<file path="src/rtl/morse_pkg.sv">
// Shared Morse symbol coding, FSM encoding and symbol-to-digit lookup.
// The encoder side reuses sym_to_digit to cross-check its own table.
package morse_pkg;

    localparam logic DOT  = 1'b1;
    localparam logic DASH = 1'b0;

    typedef enum logic [1:0] {
        StIdle,
        StMark,
        StSpace,
        StDecode
    } state_e;

    typedef struct packed {
        logic       valid;
        logic [3:0] digit;
    } digit_t;

    // sym is {s1, s2, s3, s4, s5}
    function automatic digit_t sym_to_digit(input logic [4:0] sym);
        digit_t res;
        res.valid = 1'b1;
        unique case (sym)
            5'b00000: res.digit = 4'd0;
            5'b10000: res.digit = 4'd1;
            5'b11000: res.digit = 4'd2;
            5'b11100: res.digit = 4'd3;
            5'b11110: res.digit = 4'd4;
            5'b11111: res.digit = 4'd5;
            5'b01111: res.digit = 4'd6;
            5'b00111: res.digit = 4'd7;
            5'b00011: res.digit = 4'd8;
            5'b00001: res.digit = 4'd9;
            default: begin
                res.valid = 1'b0;
                res.digit = 4'd0;
            end
        endcase
        return res;
    endfunction

endpackage

</file>
<file path="src/rtl/sincronizador.sv">
// Two-flop synchronizer for the asynchronous key line, cleared by the
// synchronous reset.
module sincronizador (
    input  logic clk,
    input  logic reset,
    input  logic din,
    output logic dout
);

    logic meta_q;
    logic sync_q;

    always_ff @(posedge clk) begin
        if (reset) begin
            meta_q <= 1'b0;
            sync_q <= 1'b0;
        end else begin
            meta_q <= din;
            sync_q <= meta_q;
        end
    end

    assign dout = sync_q;

endmodule

</file>
<file path="src/rtl/decodificador_morse.sv">
// Morse receiver for a single decimal digit: times marks and spaces on the
// synchronized key, collects five symbols and decodes them at the gap.
module decodificador_morse
    import morse_pkg::*;
#(
    parameter int unsigned CNT_W      = 8,
    parameter int unsigned MIN_PRESS  = 2,
    parameter int unsigned DASH_MIN   = 6,
    parameter int unsigned GAP_CYCLES = 12
) (
    input  logic clk,
    input  logic reset,
    input  logic key,
    output logic a,
    output logic b,
    output logic c,
    output logic d,
    output logic s1,
    output logic s2,
    output logic s3,
    output logic s4,
    output logic s5,
    output logic ready,
    output logic err
);

    logic ksync;

    sincronizador u_sincronizador (
        .clk  (clk),
        .reset(reset),
        .din  (key),
        .dout (ksync)
    );

    state_e           state_q, state_d;
    logic [CNT_W-1:0] cnt_q, cnt_d, cnt_inc;
    logic [2:0]       nsym_q, nsym_d;
    logic             ovf_q, ovf_d;
    logic [4:0]       sym_q, sym_d;
    logic [3:0]       digit_q, digit_d;
    logic [4:0]       sym_out_q, sym_out_d;
    logic             ready_q, ready_d;
    logic             err_q, err_d;
    logic             symbol;
    logic             dec_go;
    logic             dec_ok;
    digit_t           lookup;

    assign cnt_inc = (cnt_q == '1) ? cnt_q : cnt_q + 1'b1;
    assign symbol  = (cnt_q < CNT_W'(DASH_MIN)) ? DOT : DASH;

    always_ff @(posedge clk) begin
        if (reset) begin
            state_q   <= StIdle;
            cnt_q     <= '0;
            nsym_q    <= '0;
            ovf_q     <= 1'b0;
            sym_q     <= '0;
            digit_q   <= '0;
            sym_out_q <= '0;
            ready_q   <= 1'b0;
            err_q     <= 1'b0;
        end else begin
            state_q   <= state_d;
            cnt_q     <= cnt_d;
            nsym_q    <= nsym_d;
            ovf_q     <= ovf_d;
            sym_q     <= sym_d;
            digit_q   <= digit_d;
            sym_out_q <= sym_out_d;
            ready_q   <= ready_d;
            err_q     <= err_d;
        end
    end

    always_comb begin
        state_d = state_q;
        cnt_d   = cnt_q;
        nsym_d  = nsym_q;
        ovf_d   = ovf_q;
        sym_d   = sym_q;
        unique case (state_q)
            StIdle: begin
                if (ksync) begin
                    state_d = StMark;
                    cnt_d   = CNT_W'(1);
                end
            end
            StMark: begin
                if (ksync) begin
                    cnt_d = cnt_inc;
                end else if (cnt_q < CNT_W'(MIN_PRESS)) begin
                    state_d = (nsym_q != 3'd0) ? StSpace : StIdle;
                    cnt_d   = CNT_W'(1);
                end else begin
                    state_d = StSpace;
                    cnt_d   = CNT_W'(1);
                    if (nsym_q < 3'd5) begin
                        for (int i = 0; i < 5; i++) begin
                            if (nsym_q == 3'(i)) sym_d[4-i] = symbol;
                        end
                    end else begin
                        ovf_d = 1'b1;
                    end
                    if (nsym_q != 3'd6) nsym_d = nsym_q + 3'd1;
                end
            end
            StSpace: begin
                if (ksync) begin
                    state_d = StMark;
                    cnt_d   = CNT_W'(1);
                end else begin
                    cnt_d = cnt_inc;
                    if (cnt_inc >= CNT_W'(GAP_CYCLES)) state_d = StDecode;
                end
            end
            StDecode: begin
                state_d = StIdle;
                cnt_d   = '0;
                nsym_d  = '0;
                ovf_d   = 1'b0;
                sym_d   = '0;
            end
            default: state_d = StIdle;
        endcase
    end

    // Results are registered on the edge entering DECODE so that ready/err
    // and the new a..d/s1..s5 all appear during the DECODE cycle.
    always_comb begin
        lookup    = sym_to_digit(sym_q);
        dec_go    = (state_q == StSpace) && (state_d == StDecode);
        dec_ok    = dec_go && !ovf_q && (nsym_q == 3'd5) && lookup.valid;
        ready_d   = dec_ok;
        err_d     = dec_go && !dec_ok;
        digit_d   = dec_ok ? lookup.digit : digit_q;
        sym_out_d = dec_ok ? sym_q : sym_out_q;
    end

    assign {a, b, c, d}           = digit_q;
    assign {s1, s2, s3, s4, s5}   = sym_out_q;
    assign ready                  = ready_q;
    assign err                    = err_q;

endmodule

</file>
<file path="config.mk">
export PLATFORM = sky130hd
export DESIGN_NAME = decodificador_morse
export DESIGN_NICKNAME = d
export VERILOG_FILES = /design/src/rtl/morse_pkg.sv /design/src/rtl/sincronizador.sv /design/src/rtl/decodificador_morse.sv
export SDC_FILE = /design/constraint.sdc
export NUM_CORES = 1
export LEC_CHECK = 0
export CORE_MARGIN = 2
export CORE_UTILIZATION = 62
export CTS_CLUSTER_SIZE = 8
export DETAILED_ROUTE_END_ITERATION = 16
export GPL_TIMING_DRIVEN = 0
export PLACE_DENSITY = 0.82
export SYNTH_ARGS = -nofsm -noshare
export SYNTH_HDL_FRONTEND = slang
export SYNTH_SLANG_ARGS = --single-unit
</file>
<file path="constraint.sdc">
create_clock -name clk -period 4.1 [get_ports clk]
set_input_delay 0.615 -clock clk [delete_from_list [all_inputs] [get_ports clk]]
set_output_delay 0.615 -clock clk [all_outputs]
set_load 0.1 [all_outputs]
</file>
==> impl_metrics.yaml, run 1 <==
status:
  run_status: "complete, no violations"
routing:
  drt.antenna.violating_nets: 0
  detail_route.first_pass.iterations: 4
  drc_errors: 0
  wire_per_inst_um: 15.4
  via_count_normalized_by_instance_count: 6.35
  num_vias: 1728
  wl_mm: 4.20
  dr.first_iter.drc_count: 142
cts:
  cts-resized-gates: 0
  tritoncts: "built"
  insertion_delay_ns: 0.35
  cts.reportedPaths.clkPinSlew_ns: 0.12
  clk_path_buf_depth: 2
  cts.htree.levels: 2
  clock_tree_sinks: 32
  holdBufCountCts: 0
  clk_root_buffer_cell: "clkbuf_4"
  cts_buffers: 5
  postCtsSetupBuffers: 0
die:
  initial_core_utilization_pct: 66.5
  top_level_ports: 14
  die_width_um: 59.1
  placement_rows: 19
  die_area_um2: 3490
  core-area_um2: 2830
  die_h_um: 59.1
cells_and_area:
  insertedDiodeCount: 0
  flow.area_growth_from_synthesis_pct: 12.2
  post_route_cells_drive_above_1_share_pct: 10.4
  layout.nets: 249
  final_util_pct: 74.6
  postLayoutCellArea_um2: 2110
power_and_ir_drop:
  power.total_mw: 0.538
  powerDensity_nw_per_um2: 255
  leakagePower_nw: 0.805
  vdd_drop_max_mv: 0.248
logic_synthesis:
  ys.warnings.count: 0
  top_post_synthesis_cells_by_area: "dfxtp_1 34%, mux2i_1 6.4%, a21oi_1 4.8%"
  postSynthAreaPerCell_um2: 8.55
  synthDistinctLibCells: 52
  synth_fp_nets: 229
  syn-cell-area_um2: 1880
  ys_top_cells_by_count: "32 x dfxtp_1, 18 x a21oi_1, 14 x nand2b_1"
  synth-async-reset-ratio_pct: 0
  synth_seq_cells: 32
  cell_type_contributing_the_most_total_cell_area_after_synthesis: "dfxtp_1"
  synth_largest_type_area_fraction_pct: 34.1
  post-synth-top-count-cell: "dfxtp_1"
  synth_seq_area_share_pct: 34.1
  number_of_flops_mapped_to_enable_cells_by_yosys: 0
  synthCells: 220
  synthFlopType: "dfxtp_1"
setup_path:
  crit_path_max_incr_delay_ns: 1.14
  crit_slowest_cell: "clkdlybuf4s50_1"
  critPathMaxFanout: 3
  worst_setup_path_end_kind: "output port"
  worst_ep_arrival_time_ns: 1.88
  critical-path-top-delay-family: "buffers and inverters"
  timing.critical_path.from_type: "flop"
  critical_path.cell_chain: "clkdlybuf4s50_1"
  critical_path_required_ns: 3.48
  timing_worst_setup_path_type: "flop to output port"
  crit_buf_inv: 1
sta:
  rsz_0062_raised_after_global_routing: "false"
  hold_slack_ns: 0.450
  totalNegativeSetupSlack_ns: 0
  tightestPinTransition_ns: 0.966
  setup_violations: 0
  fmax_ghz: 0.401
  timing.final.crit_period_ns: 2.49
  share_of_the_clock_period_used_by_the_worst_path_after_layout_pct: 60.8
  maxSlewViolCount: 0
  slew-limit-headroom_pct: 35.4
  timing.clock.skew_ns: 0.0119
  finalHoldViolCount: 0
grt:
  first_pass_grt_wire_length_mm: 7.20
  pin_count_of_the_biggest_net_entering_global_routing: 13
  grt_antenna_before_repair: 0
  global_route.usage.total_pct: 27.3
  grt-ovfl-total: 0
  grt_pass1_vias: 1605
min_path:
  worstHoldPathType: "flop to flop"
job:
  drv.max_cap_violation_count: 0
placement:
  placed_cell_area_um2: 2050
  place.port_buffers: 13
  detailed_place_hpwl_mm: 3.07
  place_congestion: 0.816
==> worst register-to-register path: stages, from the launching register on <==
cell and delay [ns]:
dfxtp_1 0.49, ha_1 0.19, buf_2 0.19, and4_1 0.28, nand4_1 0.29, a2111oi_0 0.53
a311oi_1 0.08, and2_1 0.16
==> area by class of cell <==
cell class | count | area, µm²
flip-flops and latches | 32 | 641
well taps | 31 | 38.8
repair buffers | 13 | 130
plain buffers | 14 | 70.1
multi-input cells | 167 | 1140
clock buffers | 5 | 37.5
inverters | 7 | 26.3
fillers | 219 | 718
clock inverters | 3 | 23.8
==> sequential cells by signal, indices dropped and copies added, names as in the netlist <==
name / count
cnt_q: 8
digit_q: 4
nsym_q: 3
err: 1
u_sincronizador.meta_q: 1
sym_out_q: 5
state_q: 2
ovf_q: 1
sym_q: 5
u_sincronizador.dout: 1
ready: 1
==> per-stage QoR <==
step | instances | worst slack (ns)
detailed placement | 264 | 1.69
finish | 272 | 1.61
CTS | 272 | 1.60
global placement | 264 | 1.74
floorplan | 220 | 2.12
global route | 272 | 1.55
==> cells by family after synthesis <==
| group | synth area share [%] |
|---|---|
| multiplexers | 7.78 |
| AO/OA/AOI/OAI | 22.6 |
| AND/OR/NAND/NOR | 26.0 |
| XOR/XNOR | 0.466 |
| adder cells (fa/ha/maj) | 3.99 |
| flip-flops | 34.1 |
| buffers and inverters | 5.12 |
==> metal layers <==
layer | vias to the layer above | wire length (µm) | GRT usage (%)
met5 | - | 0 | 0
met4 | 0 | 63 | 11.4
met3 | 6 | 346 | 7.42
met2 | 64 | 1940 | 43.2
met1 | 814 | 1850 | 35.1
li1 | 844 | - | -
==> power by group <==
part	total (mW)	internal [mW]	leakage (nW)	switching, mW
Sequential	0.317	0.314	0.258	0.00301
Clock	0.189	0.0673	0.0274	0.121
Combinational	0.0326	0.0120	0.519	0.0207
Total	0.538	0.393	0.805	0.145
==> worst paths after layout <==
kind	from	slack, ns	cells past startpoint	endpoint
worst min-delay path	u_sincronizador.meta_q	0.45	1	u_sincronizador.dout
worst max-delay path	digit_q[0]	1.61	1	d
worst max register to register	cnt_q[0]	1.78	7	cnt_q[0]
worst min register to register	u_sincronizador.meta_q	0.45	1	u_sincronizador.dout
==> placed cells by master, fill, tap and decap left out, drive strengths merged, types with 2 or more instances in the layout <==
cell type,instances
a211o,2
dfxtp,32
o21a,3
mux2i,12
nor3b,3
ha,6
nor3,11
nor2b,8
a21oi,18
and3,2
nand3,5
a211oi,3
buf,8
a31oi,5
and2,5
nand2b,14
mux2,2
nor2,11
clkdlybuf4s50,13
inv,7
or3,2
a311oi,3
clkbuf,11
nand4b,3
o21ai,11
nand2,11
nand3b,2
a21o,3
nand4,4
clkinvlp,2
a41oi,2
Power figures use the tool's default switching activity.
==> run 2: changes to the inputs <==
CORE_UTILIZATION = 52   (was 62)
PLACE_DENSITY = 0.73   (was 0.82)
clock period = 2 ns   (was 4.1 ns; I/O delays follow)
==> impl_metrics.yaml, run 2 (synthesis gave the netlist of run 1 again) <==
status:
  run_status: "complete, no violations"
power_and_ir_drop:
  leakagePower_nw: 0.886
  vdd_drop_max_mv: 0.332
  powerDensity_nw_per_um2: 516
setup_path:
  timing.critical_path.from_type: "flop"
  critical_path.cell_chain: "ha_4 -> nand4b_1 -> a31oi_2 -> o221ai_4 -> o21ai_4 -> mux2_4"
  critical_path_required_ns: 2.23
  worst_ep_arrival_time_ns: 2.10
  rr_worst_depth: 6
  timing.rr.start: "cnt_q[0]"
  crit_start: "cnt_q[0]"
  timing_worst_setup_path_type: "flop to flop"
  critical_path.reg2reg.endpoint: "digit_q[1]"
  crit_path_max_incr_delay_ns: 0.39
  critPathMaxFanout: 10
  worst_setup_path_end_kind: "flop"
  crit_slowest_cell: "dfxtp_4"
  regToRegSetupSlack_ns: 0.13
placement:
  place.port_buffers: 13
  detailed_place_hpwl_mm: 2.82
  dpl.cell_count: 279
  place_congestion: 0.924
sta:
  tightestPinTransition_ns: 0.951
  totalNegativeSetupSlack_ns: 0
  timing.final.crit_period_ns: 1.87
  finalHoldViolCount: 0
  rsz_0062_raised_after_global_routing: "false"
  timing.clock.skew_ns: 0.0156
  slew-limit-headroom_pct: 36.8
  setup_violations: 0
  fmax_ghz: 0.536
  maxSlewViolCount: 0
  share_of_the_clock_period_used_by_the_worst_path_after_layout_pct: 93.3
die:
  die_area_um2: 4110
  top_level_ports: 14
  initial_core_utilization_pct: 55.1
  placement_rows: 21
  die_h_um: 64.1
  die_width_um: 64.1
  core-area_um2: 3420
routing:
  wl_mm: 4.13
  dr.first_iter.drc_count: 154
  drt.antenna.violating_nets: 0
  detail_route.first_pass.iterations: 5
  drc_errors: 0
  via_count_normalized_by_instance_count: 5.92
  num_vias: 1704
  wire_per_inst_um: 14.3
grt:
  first_pass_grt_wire_length_mm: 7.02
  grt_antenna_before_repair: 0
  pin_count_of_the_biggest_net_entering_global_routing: 11
  global_route.usage.total_pct: 21.6
  grt-ovfl-total: 0
  grt_pass1_vias: 1544
cts:
  clk_path_buf_depth: 2
  insertion_delay_ns: 0.34
  holdBufCountCts: 0
  cts.reportedPaths.clkPinSlew_ns: 0.11
  cts_buffers: 5
  clk_root_buffer_cell: "clkbuf_4"
  cts.htree.levels: 2
  tritoncts: "built"
  clock_tree_sinks: 32
cells_and_area:
  layout.filler_cells: 303
  insertedDiodeCount: 0
  leading_cell_type_in_the_layout_fill_and_taps_excluded: "dfxtp_1"
  largest-register: "cnt_q"
  flow.area_growth_from_synthesis_pct: 17.0
  post_layout_nonfiller_instances: 288
  post_route_cells_drive_above_1_share_pct: 14.0
  layout.nets: 251
  registers_with_the_highest_flip_flop_counts: "cnt_q: 8 flops, sym_out_q: 5 flops, sym_q: 5 flops"
  largest_register_ffs: 8
  layout_common_cells: "29 x dfxtp_1, 18 x a21oi_1, 14 x nand2b_1"
min_path:
  hp-start: "u_sincronizador.meta_q"
  worstHoldPathType: "flop to flop"
  hold-path-endpoint: "u_sincronizador.dout"
  min_delay_path_depth: 1
job:
  drv.max_cap_violation_count: 0
-- run 2: cell count changes in the layout (fill, tap and decap cells not counted), moves of 2 or more --
cell | before | now
dfxtp_1 | 32 | 29
dfxtp_2 | 0 | 2
buf_4 | 3 | 5
clkbuf_8 | 0 | 2
clkdlybuf4s50_1 | 13 | 2
clkinvlp_4 | 2 | 0
dlygate4sd2_1 | 0 | 11
-- run 2: area by class of cell --
type / count / area (µm²) / share of cell area [%]
plain buffers: 13 / 65.1 / 2.96
clock buffers: 7 / 65.1 / 2.96
inverters: 7 / 26.3 / 1.19
multi-input cells: 167 / 1190 / 54.0
flip-flops and latches: 32 / 647 / 29.4
well taps: 46 / 57.6 / 2.62
repair buffers: 16 / 151 / 6.88
-- run 2: metrics by stage --
stage	power, mW	hold WS (ns)	cell area [µm²]	utilization (%)	worst slack (ns)
global route	1.18	0.463	2200	64.4	0.0229
floorplan	0.709	0.414	1880	-	0.0195
global placement	0.728	0.446	2070	60.5	-0.217
detailed placement	0.728	0.424	2070	60.5	-0.241
finish	1.14	0.444	2200	64.4	0.134
CTS	1.14	0.447	2160	63.1	0.0130
-- run 2: critical path: cells and delay by family, from the launching register on --
kind                     cells  cell delay, ns
AO/OA/AOI/OAI                3            0.66
adder cells (fa/ha/maj)      1            0.20
flip-flops                   1            0.39
multiplexers                 1            0.31
AND/OR/NAND/NOR              1            0.19
-- run 2: worst max-delay path by stage --
| stage | depth (start not counted) | to | slack (ns) |
|---|---|---|---|
| global route | 7 | sym_out_q[4] | 0.02 |
| CTS | 7 | nsym_q[0] | 0.01 |
| detailed placement | 7 | digit_q[1] | -0.24 |
| floorplan | 7 | digit_q[1] | 0.02 |
| global placement | 7 | digit_q[1] | -0.22 |
| finish | 6 | digit_q[1] | 0.13 |
-- run 2: layer usage --
| metal | GRT usage [%] | vias to the layer above | wire, µm |
|---|---|---|---|
| met5 | 0 | - | 0 |
| met4 | 9.04 | 0 | 64 |
| met3 | 4.23 | 7 | 204 |
| met2 | 32.2 | 44 | 1840 |
| met1 | 30.5 | 803 | 2010 |
| li1 | - | 850 | - |
-- run 2: where the power goes --
| group | total, mW | switching [mW] | internal (mW) |
|---|---|---|---|
| Combinational | 0.0651 | 0.0412 | 0.0239 |
| Sequential | 0.649 | 0.00662 | 0.642 |
| Clock | 0.421 | 0.222 | 0.199 |
| Total | 1.14 | 0.270 | 0.865 |
-- run 2: what timing repair did --
| item | in CTS | in global routing |
|---|---|---|
| gates resized for setup | 15 | 9 |
| pin swaps | 2 | 3 |
| setup endpoints to repair | 20 | 13 |
| setup buffers | 2 | 1 |
==> run 3: changes to the inputs <==
CAP_MARGIN = 20   (was not set)
SYNTH_HIERARCHICAL = 1   (was not set)
==> impl_metrics.yaml, run 3 <==
logic_synthesis:
  synthDistinctLibCells: 46
  cell_type_contributing_the_most_total_cell_area_after_synthesis: "dfxtp_1"
  postSynthAreaPerCell_um2: 8.33
  number_of_flops_mapped_to_enable_cells_by_yosys: 0
  synthFlopType: "dfxtp_1"
  syn-cell-area_um2: 1780
  post-synth-top-count-cell: "dfxtp_1"
  ys_top_cells_by_count: "32 x dfxtp_1, 19 x a21oi_1, 15 x nand3_1"
  synth_seq_area_share_pct: 35.9
  top_post_synthesis_cells_by_area: "dfxtp_1 36%, a21oi_1 5.3%, ha_1 4.2%"
  synth_fp_nets: 223
  synth_largest_type_area_fraction_pct: 35.9
  synthCells: 214
  synth-async-reset-ratio_pct: 0
  ys.warnings.count: 6
  synth_seq_cells: 32
power_and_ir_drop:
  switching_power_mw: 0.261
  seq_power_share_pct: 54.5
  internal-power_mw: 0.919
  comb_pwr_share_pct: 3.6
  vdd_drop_max_mv: 0.394
  leakagePower_nw: 0.745
  power_frac_clock_pct: 41.9
  p_sw_share_pct: 22.1
  powerDensity_nw_per_um2: 569
  power.total_mw: 1.18
cts:
  cts_buffers: 5
  clk_root_buffer_cell: "clkbuf_4"
  holdBufCountCts: 0
  clk_path_buf_depth: 2
  cts.htree.levels: 2
  tritoncts: "built"
  insertion_delay_ns: 0.35
  clock_tree_sinks: 32
  cts.reportedPaths.clkPinSlew_ns: 0.11
routing:
  drt.antenna.violating_nets: 0
  num_vias: 1607
  via_count_normalized_by_instance_count: 5.76
  drc_errors: 0
  wl_mm: 3.93
  detail_route.first_pass.iterations: 4
  wire_per_inst_um: 14.1
  dr.first_iter.drc_count: 96
sta:
  finalHoldViolCount: 0
  share_of_the_clock_period_used_by_the_worst_path_after_layout_pct: 97.5
  tightestPinTransition_ns: 0.976
  rsz_0062_raised_after_global_routing: "true"
  timing.final.crit_period_ns: 1.95
  totalNegativeSetupSlack_ns: 0
  hold_slack_ns: 0.481
  timing.clock.skew_ns: 0.0136
  slew-limit-headroom_pct: 35.2
  fmax_ghz: 0.513
  setup_violations: 0
  maxSlewViolCount: 0
  post-route-worst-setup-slack_ns: 0.0499
cells_and_area:
  registers_with_the_highest_flip_flop_counts: "cnt_q: 8 flops, sym_out_q: 5 flops, sym_q: 5 flops"
  insertedDiodeCount: 0
  layout_common_cells: "28 x dfxtp_1, 17 x a21oi_1, 15 x nand3_1"
  postLayoutCellArea_um2: 2070
  layout.nets: 241
  largest_register_ffs: 8
  register_area_um2: 646
  leading_cell_type_in_the_layout_fill_and_taps_excluded: "dfxtp_1"
  layout.filler_cells: 290
  post_route_cells_drive_above_1_share_pct: 13.7
  largest-register: "cnt_q"
  multiInputGateArea_um2: 1070
  flow.area_growth_from_synthesis_pct: 16.2
setup_path:
  critical_path_required_ns: 2.23
  critical-path-top-delay-family: "simple AND/OR/NAND/NOR gates"
  crit_slowest_cell: "a311o_2"
  critPathMaxFanout: 9
  worst_setup_path_end_kind: "flop"
  crit_start: "cnt_q[7]"
  critical_path.cell_chain: "or3_1 -> buf_2 -> or3_4 -> a311o_2 -> a21oi_2 -> a211oi_1"
  timing.critical_path.from_type: "flop"
  crit_path_max_incr_delay_ns: 0.42
  timing_worst_setup_path_type: "flop to flop"
  worst_ep_arrival_time_ns: 2.18
  timing.rr.start: "cnt_q[7]"
  crit_buf_inv: 1
grt:
  pin_count_of_the_biggest_net_entering_global_routing: 11
  global_route.usage.total_pct: 21.4
  first_pass_grt_wire_length_mm: 6.75
  grt_antenna_before_repair: 0
  grt_pass1_vias: 1509
  grt-ovfl-total: 0
die:
  initial_core_utilization_pct: 53.9
  placement_rows: 21
  top_level_ports: 14
  die_area_um2: 3910
  die_width_um: 62.6
  core-area_um2: 3310
  die_h_um: 62.6
status:
  run_status: "complete, no violations"
min_path:
  hp-start: "sym_out_q[3]"
  worstHoldPathType: "flop to flop"
placement:
  place_congestion: 0.839
  place.port_buffers: 13
  detailed_place_hpwl_mm: 2.73
  placed_cell_area_um2: 1970
  place_worst_setup_slack_ns: -0.109
job:
  drv.max_cap_violation_count: 0
-- run 3: cell count changes in the layout (fill, tap and decap cells not counted), sizes merged, moves of 3 or more --
cell    delta
nand3     +10
mux2i      -6
a211oi     +5
nand4      -4
nor2       +4
a21o       -3
a31oi      -3
and2       -3
buf        -3
nand2b     -3
or2        +3
-- run 3: kinds of logic after synthesis --
family | count (synthesis) | share of synthesized area (%)
DFF | 32 | 35.9
adders and majority gates | 6 | 4.21
xor gates and xnor gates | 1 | 0.491
and+or+nand+nor | 82 | 24.8
buffers and inverters | 23 | 5.26
AOI/OAI and AO/OA | 64 | 26.0
muxes | 6 | 3.37
-- run 3: power by group through the flow --
stage          sequential (mW)  clock, mW  combinational [mW]
2_1_floorplan            0.656          0              0.0266
3_3_place_gp             0.657          0              0.0392
3_5_place_dp             0.657          0              0.0400
4_1_cts                  0.643      0.494              0.0412
5_1_grt                  0.644      0.517              0.0468
6_report                 0.643      0.494              0.0427
-- run 3: worst paths after layout --
check,cells past startpoint,end,slack [ns]
min reg2reg,2,sym_out_q[3],0.48
min,2,sym_out_q[3],0.48
max,6,digit_q[1],0.05
max reg2reg,6,digit_q[1],0.05
-- run 3: tightest hold or removal path: stages (launching register included) --
cell,delay (ns)
dfxtp_1,0.32
o21ai_0,0.06
a21oi_1,0.06
-- run 3: repair_timing --
item	CTS	global route
buffers inserted	4	0
resized for setup	13	13
pin swaps	2	2
endpoints found under the setup margin	23	20
hold endpoints to repair	0	0
-- run 3: area by class of cell --
cell class / count / area share [%]
inverter: 7 / 1.27
buffer: 10 / 2.17
timing repair buffer: 17 / 7.25
clock buffer: 6 / 1.99
sequential: 32 / 31.2
multi-input combinational: 159 / 51.7
tap: 46 / 2.78
clock inverter: 2 / 1.69
-- run 3: metrics by stage --
| step | utilization [%] | cells |
|---|---|---|
| after floorplan | - | 214 |
| after global placement | 59.5 | 273 |
| after detailed placement | 59.5 | 273 |
| after CTS | 62.3 | 283 |
| after global routing | 62.6 | 279 |
| final | 62.6 | 279 |
-- run 3: layer usage --
metal  vias to the layer above  share of wire [%]  track usage, %
li1                        823                  -               -
met1                       742                 44            25.1
met2                        36                 50            38.0
met3                         6                5.1            5.41
met4                         0                1.3            7.22
met5                         -                  0               0
